### config.mk
export PLATFORM = sky130hd
export DESIGN_NAME = uart_rx_deframer
export DESIGN_NICKNAME = d
export VERILOG_FILES = /design/src/rtl/uart_pkg.sv /design/src/rtl/uart_baud_tick.sv /design/src/rtl/uart_rx_deframer.sv
export SDC_FILE = /design/constraint.sdc
export NUM_CORES = 1
export LEC_CHECK = 0
export CORE_ASPECT_RATIO = 0.8
export CORE_MARGIN = 3
export CORE_UTILIZATION = 42
export DETAILED_ROUTE_END_ITERATION = 16
export PLACE_DENSITY = 0.66
export SETUP_SLACK_MARGIN = 0.5
export SYNTH_ARGS = -nofsm -noshare
export SYNTH_HDL_FRONTEND = slang
export SYNTH_SLANG_ARGS = --single-unit
### constraint.sdc
create_clock -name i_clk -period 3.61 [get_ports i_clk]
set_input_delay 0.361 -clock i_clk [delete_from_list [all_inputs] [get_ports i_clk]]
set_output_delay 0.361 -clock i_clk [all_outputs]
set_load 0.01 [all_outputs]
### src/rtl/uart_pkg.sv
// Shared UART definitions: RX state encoding and 16x oversampling constants.
package uart_pkg;
   typedef enum logic [2:0] {
      ST_IDLE,
      ST_START,
      ST_DATA,
      ST_PARITY,
      ST_STOP
   } uart_rx_state_t;

   localparam int         OS_RATE = 16;
   localparam logic [3:0] OS_S0   = 4'd6;
   localparam logic [3:0] OS_S1   = 4'd7;
   localparam logic [3:0] OS_S2   = 4'd8;
endpackage

### src/rtl/uart_baud_tick.sv
// Oversample prescaler: counts 0..i_div, ticking on the terminal count.
module uart_baud_tick #(
   parameter int DIV_WIDTH = 16
) (
   input  logic                 i_clk,
   input  logic                 i_nrst,
   input  logic                 i_clr,
   input  logic [DIV_WIDTH-1:0] i_div,
   output logic                 o_tick
);
   logic [DIV_WIDTH-1:0] cnt_q, cnt_d, cnt_eff;

   // A clear makes the current cycle count 0, so with i_div = 0 it ticks at once.
   always_comb begin
      cnt_eff = i_clr ? '0 : cnt_q;
      o_tick  = (cnt_eff == i_div);
      cnt_d   = o_tick ? '0 : cnt_eff + DIV_WIDTH'(1);
   end

   always_ff @(posedge i_clk or negedge i_nrst) begin
      if (!i_nrst) cnt_q <= '0;
      else         cnt_q <= cnt_d;
   end
endmodule

### src/rtl/uart_rx_deframer.sv
// UART receive deframer: 16x oversampled start qualification, majority-voted
// bits, LSB-first assembly, parity and stop checks, one-cycle valid pulse.
module uart_rx_deframer
   import uart_pkg::*;
#(
   parameter int DATA_BITS = 8,
   parameter int DIV_WIDTH = 16
) (
   input  logic                 i_clk,
   input  logic                 i_nrst,
   input  logic                 i_rx,
   input  logic [DIV_WIDTH-1:0] i_baud_div,
   input  logic                 i_parity_en,
   input  logic                 i_parity_odd,
   input  logic                 i_two_stop,
   output logic [DATA_BITS-1:0] o_data,
   output logic                 o_valid,
   output logic                 o_parity_err,
   output logic                 o_frame_err,
   output logic                 o_busy
);
   uart_rx_state_t       state_q, state_d;
   logic                 armed_q, armed_d;
   logic [DIV_WIDTH-1:0] div_q, div_d, div_eff;
   logic                 par_en_q, par_en_d, par_odd_q, par_odd_d, two_stop_q, two_stop_d;
   logic [3:0]           os_q, os_d, os_eff, bit_q, bit_d;
   logic [1:0]           smp_q, smp_d;
   logic [DATA_BITS-1:0] shift_q, shift_d, data_q, data_d;
   logic                 perr_q, perr_d, ferr_q, ferr_d;
   logic                 valid_q, valid_d, operr_q, operr_d, oferr_q, oferr_d;
   logic                 start_det, tick, decide, wrap, maj;

   assign start_det = (state_q == ST_IDLE) && armed_q && !i_rx;
   // The detect cycle already runs on the new divider, before it is latched.
   assign div_eff   = start_det ? i_baud_div : div_q;
   assign os_eff    = start_det ? 4'd0 : os_q;

   uart_baud_tick #(.DIV_WIDTH(DIV_WIDTH)) u_tick (
      .i_clk  (i_clk),
      .i_nrst (i_nrst),
      .i_clr  (start_det),
      .i_div  (div_eff),
      .o_tick (tick)
   );

   assign decide = tick && (os_eff == OS_S2) && (state_q != ST_IDLE);
   assign wrap   = tick && (os_eff == 4'(OS_RATE - 1)) && (state_q != ST_IDLE);
   assign maj    = (smp_q[0] & smp_q[1]) | (smp_q[0] & i_rx) | (smp_q[1] & i_rx);

   always_comb begin
      state_d    = state_q;
      armed_d    = armed_q;
      div_d      = div_q;
      par_en_d   = par_en_q;
      par_odd_d  = par_odd_q;
      two_stop_d = two_stop_q;
      os_d       = tick ? os_eff + 4'd1 : os_eff;
      bit_d      = bit_q;
      smp_d      = smp_q;
      shift_d    = shift_q;
      data_d     = data_q;
      perr_d     = perr_q;
      ferr_d     = ferr_q;
      valid_d    = 1'b0;
      operr_d    = 1'b0;
      oferr_d    = 1'b0;

      if (tick && os_eff == OS_S0) smp_d[0] = i_rx;
      if (tick && os_eff == OS_S1) smp_d[1] = i_rx;
      if (state_q == ST_IDLE && i_rx) armed_d = 1'b1;

      unique case (state_q)
         ST_IDLE: if (start_det) begin
            state_d    = ST_START;
            div_d      = i_baud_div;
            par_en_d   = i_parity_en;
            par_odd_d  = i_parity_odd;
            two_stop_d = i_two_stop;
            bit_d      = '0;
            perr_d     = 1'b0;
            ferr_d     = 1'b0;
         end
         ST_START: begin
            if (decide && maj) state_d = ST_IDLE;
            else if (wrap)     state_d = ST_DATA;
         end
         ST_DATA: begin
            if (decide) shift_d = {maj, shift_q[DATA_BITS-1:1]};
            if (wrap) begin
               if (bit_q == 4'(DATA_BITS - 1)) begin
                  state_d = par_en_q ? ST_PARITY : ST_STOP;
                  bit_d   = '0;
               end else begin
                  bit_d = bit_q + 4'd1;
               end
            end
         end
         ST_PARITY: begin
            if (decide) perr_d = (^shift_q) ^ maj ^ par_odd_q;
            if (wrap) state_d = ST_STOP;
         end
         ST_STOP: begin
            // Linger for the valid cycle so busy covers it; next cycle is IDLE.
            if (valid_q) begin
               state_d = ST_IDLE;
            end else if (decide) begin
               if (bit_q == {3'b000, two_stop_q}) begin
                  valid_d = 1'b1;
                  data_d  = shift_q;
                  operr_d = par_en_q & perr_q;
                  oferr_d = ferr_q | ~maj;
               end else begin
                  ferr_d = ferr_q | ~maj;
               end
            end else if (wrap) begin
               bit_d = bit_q + 4'd1;
            end
         end
         default: state_d = ST_IDLE;
      endcase
   end

   always_ff @(posedge i_clk or negedge i_nrst) begin
      if (!i_nrst) begin
         state_q    <= ST_IDLE;
         armed_q    <= 1'b0;
         div_q      <= '0;
         par_en_q   <= 1'b0;
         par_odd_q  <= 1'b0;
         two_stop_q <= 1'b0;
         os_q       <= '0;
         bit_q      <= '0;
         smp_q      <= '0;
         shift_q    <= '0;
         data_q     <= '0;
         perr_q     <= 1'b0;
         ferr_q     <= 1'b0;
         valid_q    <= 1'b0;
         operr_q    <= 1'b0;
         oferr_q    <= 1'b0;
      end else begin
         state_q    <= state_d;
         armed_q    <= armed_d;
         div_q      <= div_d;
         par_en_q   <= par_en_d;
         par_odd_q  <= par_odd_d;
         two_stop_q <= two_stop_d;
         os_q       <= os_d;
         bit_q      <= bit_d;
         smp_q      <= smp_d;
         shift_q    <= shift_d;
         data_q     <= data_d;
         perr_q     <= perr_d;
         ferr_q     <= ferr_d;
         valid_q    <= valid_d;
         operr_q    <= operr_d;
         oferr_q    <= oferr_d;
      end
   end

   assign o_data       = data_q;
   assign o_valid      = valid_q;
   assign o_parity_err = operr_q;
   assign o_frame_err  = oferr_q;
   assign o_busy       = (state_q != ST_IDLE);
endmodule
==> flow_summary.yaml, run 1 <==
timing:
  hold_viol_final: 0
  fin_crit_ns: 2.83
  rsz0062_at_grt: "no"
  worst_slack_ns: 0.777
  setup_violations: 0
  finalSetupTns_ns: 0
  max_freq_mhz: 353
  whs_ns: 0.0702
  fin_crit_sh: 0.785
  slew_headroom: 0.488
  fin_skew_ns: 0.00744
  maxSlewViolCount: 0
  tightest_slew_ns: 0.768
grt:
  grt_pass1_wl_um: 13200
  antenna_found_initial: 0
  gr-usage-met2: 0.246
  grt_pass1_vias: 2618
  gr-usage-all-layers: 0.180
  grt-ovfl-total: 0
  grt_max_degree: 39
  busiest_layer: "met1"
  grtUsageMet1: 0.275
  use_met3: 0.0420
die:
  core_area_um2: 8020
  die_area_um2: 9470
  io-pin-count: 34
  start_util: 0.436
  dieHeight_um: 87.6
  row_count: 29
  die_x_um: 108
synthesis:
  synth_cell_types: 51
  yosys.area.top_type: "dfrtp_1"
  async_flop_share: 1.00
  synth-warning-count: 0
  ys_seq_elements: 70
  yosysTopAreaCellShare: 0.501
  syn_nets: 377
  synth-main-ff-cell: "dfrtp_1"
  synth_area_per_cell_um2: 10.0
  synth_edf_count: 0
  synth-seq-area-share: 0.501
  postSynthCellCount: 350
  synthTopCellsByArea: "dfrtp_1 50%, nand2_1 8.2%, xor2_1 5.5%, xnor2_1 4.0%, mux2_1 2.9%"
  mappedNetlistArea_um2: 3500
placement:
  port_buffers: 33
  routabilityCongestion: 0.812
  dp_hpwl_um: 5520
  place_ws_ns: 0.317
final_layout:
  layout-drive-gt1-share: 0.124
  final.fill_count: 734
  fin_util: 0.519
  layout_common_cells: "76 x nand2_1, 70 x dfrtp_1, 32 x clkdlybuf4s50_1"
  insertedDiodeCount: 0
  final_common_cell: "nand2_1"
  syn_to_final_growth_pct: 19.0
  num-nets-final: 417
setup_path:
  endpoint_kind: "flip-flop"
  endpoint: "bit_q[3]"
  reg2reg_from: "state_q[2]"
  startpoint: "i_rx"
  start_kind: "input port"
  rr_worst_depth: 10
  cp.arrival_ns: 3.09
  regToRegSetupSlack_ns: 0.83
  worst_ep_required_time_ns: 3.87
  worstSetupPathType: "input port to flip-flop"
  rr_endpoint: "bit_q[3]"
  crit_fanout: 15
min_path:
  hold_path.class: "input port to asynchronous set/reset pin"
routing:
  vias: 2607
  dr.pass1.iters: 4
  first_iter_violations: 88
  drc: 0
  via_per_inst: 5.18
  wirelength_um: 7510
  post_drt_wl_per_cell_um: 14.9
  antenna_left: 0
clock_tree:
  cts_tree: "yes"
  clockBufferDepth: 2
  cts_sinks: 70
  postCtsHoldBufs: 0
  cts-root-buf: "clkbuf_8"
  clk_latency_ns: 0.36
  path_clk_slew_ns: 0.08
  cts-htree-levels: 3
  cts_buffers: 9
status:
  status: "complete, no violations"
power_and_ir_drop:
  total_power_w: 0.00219
  ir_drop_mv: 0.301
  power.density_nw_per_um2: 525
  p_leak_nw: 1.98
job:
  drv_cap: 0
## sequential cells by signal, indices dropped and copies added (netlist names)
| name | count |
|---|---|
| armed_q | 1 |
| bit_q | 4 |
| div_q | 16 |
| ferr_q | 1 |
| o_data | 8 |
| o_frame_err | 1 |
| o_parity_err | 1 |
| o_valid | 1 |
| os_q | 4 |
| par_en_q | 1 |
| par_odd_q | 1 |
| perr_q | 1 |
| shift_q | 8 |
| smp_q | 2 |
| state_q | 3 |
| two_stop_q | 1 |
| u_tick.cnt_q | 16 |
## final cells by class
class | instances | area, um2 | area share
Multi-Input combinational cell | 254 | 1640 | 0.394
Clock inverter | 7 | 81.3 | 0.0195
Clock buffer | 9 | 124 | 0.0297
Inverter | 16 | 60.1 | 0.0144
Tap cell | 108 | 135 | 0.0324
Timing Repair Buffer | 39 | 370 | 0.0889
Sequential cell | 70 | 1750 | 0.421
## Yosys cell counts (all sizes together) (2+ instances only)
cell type  instances
and3               3
buf                5
o21ai              8
and2               2
ha                 5
mux2              18
clkbuf             5
inv               16
a221oi             2
or4                2
o31ai              3
nand4              9
or3                3
nor4               8
nand3              6
nand2b             5
nor2b              3
dfrtp             70
a21oi              8
a31o               3
nor2              26
nor3               8
nand2             78
xnor2             16
a21o               2
xor2              22
## critical path, cell delays in order
cell	delay [ns]
clkdlybuf4s50_1	0.56
nor2b_1	0.14
nand2_4	0.19
nand2_1	0.16
inv_1	0.09
ha_1	0.21
nand4_1	0.16
a2111oi_1	0.41
a21oi_1	0.16
or2_1	0.33
o41ai_2	0.32
## cells by family (layout without fill, tap and decap cells)
logic type	Yosys count	after routing	synth area share
buffers and inverters	26	71	0.0315
AOI/OAI and AO/OA	35	35	0.0758
DFF	70	70	0.501
adders and majority gates	6	6	0.0207
muxes	18	18	0.0579
and+or+nand+nor	157	157	0.218
xor gates and xnor gates	38	38	0.0951
## report_power, final
group	leakage, nW	internal, W	switching (W)
Combinational	0.953	0.000211	0.000260
Sequential	0.934	0.000922	0.000126
Clock	0.0944	0.000328	0.000339
Total	1.98	0.00146	0.000725
## metal layers
layer	vias up	wire (um)
met2	53	3190
li1	1263	-
met3	11	387
met4	0	118
met5	-	0
met1	1280	3820
## worst min-delay path by stage
stage / start / to / slack (ns) / cells after the start
2_1_floorplan: i_nrst / armed_q / 0.07 / 0
3_3_place_gp: armed_q / armed_q / 0.45 / 1
3_5_place_dp: armed_q / armed_q / 0.46 / 1
4_1_cts: i_nrst / div_q[11] / 0.08 / 1
5_1_grt: i_nrst / div_q[11] / 0.12 / 1
6_report: i_nrst / div_q[11] / 0.07 / 1
## metrics by stage
stage | std cells | cell area [um2]
2_1_floorplan | 350 | 3500
3_3_place_gp | 487 | 3960
3_5_place_dp | 487 | 3960
4_1_cts | 503 | 4160
5_1_grt | 503 | 4170
6_report | 503 | 4170
## what timing repair did
item | in CTS | in global routing
gates resized for setup | 0 | 1
endpoints found under the setup margin | 0 | 2
setup buffers | 0 | 0
Power figures use the tool's default switching activity.
==> run 2, diff against run 1 <==
--- a/config.mk
+++ b/config.mk
@@ -9,7 +9,7 @@
 export CORE_MARGIN = 3
 export CORE_UTILIZATION = 42
 export DETAILED_ROUTE_END_ITERATION = 16
-export PLACE_DENSITY = 0.66
+export PLACE_DENSITY = 0.68
 export SETUP_SLACK_MARGIN = 0.5
 export SYNTH_ARGS = -nofsm -noshare
 export SYNTH_HDL_FRONTEND = slang
==> constraint.sdc (replaced) <==
create_clock -name i_clk -period 2.5 [get_ports i_clk]
set_input_delay 0.25 -clock i_clk [delete_from_list [all_inputs] [get_ports i_clk]]
set_output_delay 0.25 -clock i_clk [all_outputs]
set_load 0.01 [all_outputs]
==> run 2 against run 1 <==
Effect of this change:
- non-clock buffer count increased by 43
- sequential power rose by 44%
- register-to-register slack got worse by 0.60 ns
- cell count grew 8.5%
- sequential share of layout area down 5.8 points
- via count is 7.7% higher
- cell area increased by 16%
- clock power increased by 75%
- count of clock-buffer cells in the layout did not move
- critical path type is now flip-flop to flip-flop
==> flow_summary.yaml, run 2 (same netlist as run 1, synthesis figures left out) <==
setup_path:
  rr_worst_depth: 8
  regToRegSetupSlack_ns: 0.23
  path_delay_family: "simple AND/OR/NAND/NOR gates"
  crit_fanout: 8
  max_stage_delay_ns: 0.43
  worst_ep_required_time_ns: 2.77
  crit_slowest_cell: "dfrtp_2"
  critPathBufInv: 1
  endpoint_kind: "flip-flop"
  cp_num_cells: 8
  cp.arrival_ns: 2.54
  start_kind: "flip-flop"
  worstSetupPathType: "flip-flop to flip-flop"
  crit_chain: "nor3_4 -> nand2_4 -> nand4_4 -> o22ai_4 -> buf_6 -> a221o_1 -> or2_4 -> o31ai_2"
timing:
  fin_crit_sh: 0.909
  rsz0062_at_grt: "yes"
  max_freq_mhz: 440
  fin_crit_ns: 2.27
  fin_skew_ns: 0.00936
  tightest_slew_ns: 0.767
  setup_violations: 0
  worst_slack_ns: 0.228
  maxSlewViolCount: 0
  hold_viol_final: 0
  slew_headroom: 0.489
placement:
  routabilityCongestion: 0.927
  dpl-instance-area_um2: 4250
  port_buffers: 33
  dp_cells: 507
  place_ws_ns: -0.137
  dp_hpwl_um: 5600
routing:
  first_iter_violations: 151
  wirelength_um: 8470
  drc: 0
  vias: 2807
  post_drt_wl_per_cell_um: 15.5
  antenna_left: 0
  via_per_inst: 5.14
  dr.pass1.iters: 4
die:
  dieHeight_um: 87.6
  io-pin-count: 34
  start_util: 0.436
  die_area_um2: 9470
  row_count: 29
  die_x_um: 108
  core_area_um2: 8020
power_and_ir_drop:
  ir_drop_mv: 0.374
  power.density_nw_per_um2: 754
  p_leak_nw: 2.30
grt:
  grt_pass1_vias: 2810
  gr-usage-all-layers: 0.193
  grt_max_degree: 39
  antenna_found_initial: 0
  grt_pass1_wl_um: 14100
  grt-ovfl-total: 0
clock_tree:
  cts-root-buf: "clkbuf_8"
  path_clk_slew_ns: 0.09
  clk_latency_ns: 0.36
  cts_sinks: 70
  cts_tree: "yes"
  clockBufferDepth: 2
  cts_buffers: 9
  cts-htree-levels: 3
status:
  status: "complete, no violations"
min_path:
  hold_path.class: "input port to flip-flop"
  hold_depth: 3
final_layout:
  layout_common_cells: "73 x nand2_1, 68 x dfrtp_1, 40 x buf_4"
  syn_to_final_growth_pct: 38.4
  final_cell_count_no_fill: 546
  layout-drive-gt1-share: 0.292
  design_area_um2: 4840
  num-nets-final: 460
  largest_registers: "div_q x16, u_tick.cnt_q x16"
  final_common_cell: "nand2_1"
  final.fill_count: 649
  insertedDiodeCount: 0
job:
  drv_cap: 0
## run 2: changes by cell type in the layout (fill, tap and decap cells not counted), sizes merged
cell	change
clkinvlp	-3
dlygate4sd3	+1
dlymetal6s2s	+1
bufinv	+2
clkdlybuf4s50	-1
inv	+1
buf	+42
## run 2: where the power goes
| part | switching, W | leakage, nW | total, W | internal, W |
|---|---|---|---|---|
| clock | 0.000489 | 0.127 | 0.00117 | 0.000680 |
| sequential | 0.000180 | 0.931 | 0.00151 | 0.00133 |
| combinational | 0.000496 | 1.24 | 0.000973 | 0.000478 |
## run 2: worst register-to-register path: cells and delay by family (launching register included)
kind,cells,cell delay (ns)
simple gates,4,0.87
flops,1,0.43
buf+inv,1,0.15
compound gates,3,0.74
## run 2: what timing repair did
item                                   CTS  global route
setup endpoints to repair               37            50
hold buffers                             1             0
endpoints found under the hold margin   32             0
resized for setup                       19            16
cloned                                   0             1
pin swaps                               17            17
setup buffers                           13             8
## run 2: layout make-up
type | count | area (um2) | area share
sequential | 70 | 1750 | 0.362
tap | 108 | 135 | 0.0279
inverter | 16 | 60.1 | 0.0124
multi-input combinational | 254 | 1900 | 0.392
timing repair buffer | 82 | 746 | 0.154
clock buffer | 9 | 124 | 0.0256
clock inverter | 7 | 128 | 0.0263
## run 2: worst paths after layout
| check | from | end |
|---|---|---|
| max in group asynchronous | i_nrst | u_tick.cnt_q[3] |
| min in group asynchronous | i_nrst | state_q[1] |
| worst max-delay path | state_q[0] | bit_q[1] |
| worst min-delay path | i_parity_odd | par_odd_q |
| worst max register to register | state_q[0] | bit_q[1] |
| worst min register to register | armed_q | armed_q |
## run 2: per-layer routing
| metal | GRT usage | vias up | share of wire |
|---|---|---|---|
| met5 | 0 | - | 0 |
| met4 | 0.0642 | 0 | 0.019 |
| met3 | 0.0516 | 14 | 0.042 |
| met2 | 0.286 | 61 | 0.45 |
| met1 | 0.276 | 1379 | 0.49 |
| li1 | - | 1353 | - |
## run 2: metrics by stage
step / TNS, ns / power [W] / util / hold WS, ns
after floorplan: 0 / 0.00203 / - / -0.0456
after detailed placement: -1.36 / 0.00231 / 0.529 / 0.365
after CTS: 0 / 0.00354 / 0.586 / 0.415
after global routing: 0 / 0.00386 / 0.604 / 0.425
after global placement: -0.0372 / 0.00229 / 0.529 / 0.359
final: 0 / 0.00365 / 0.604 / 0.424
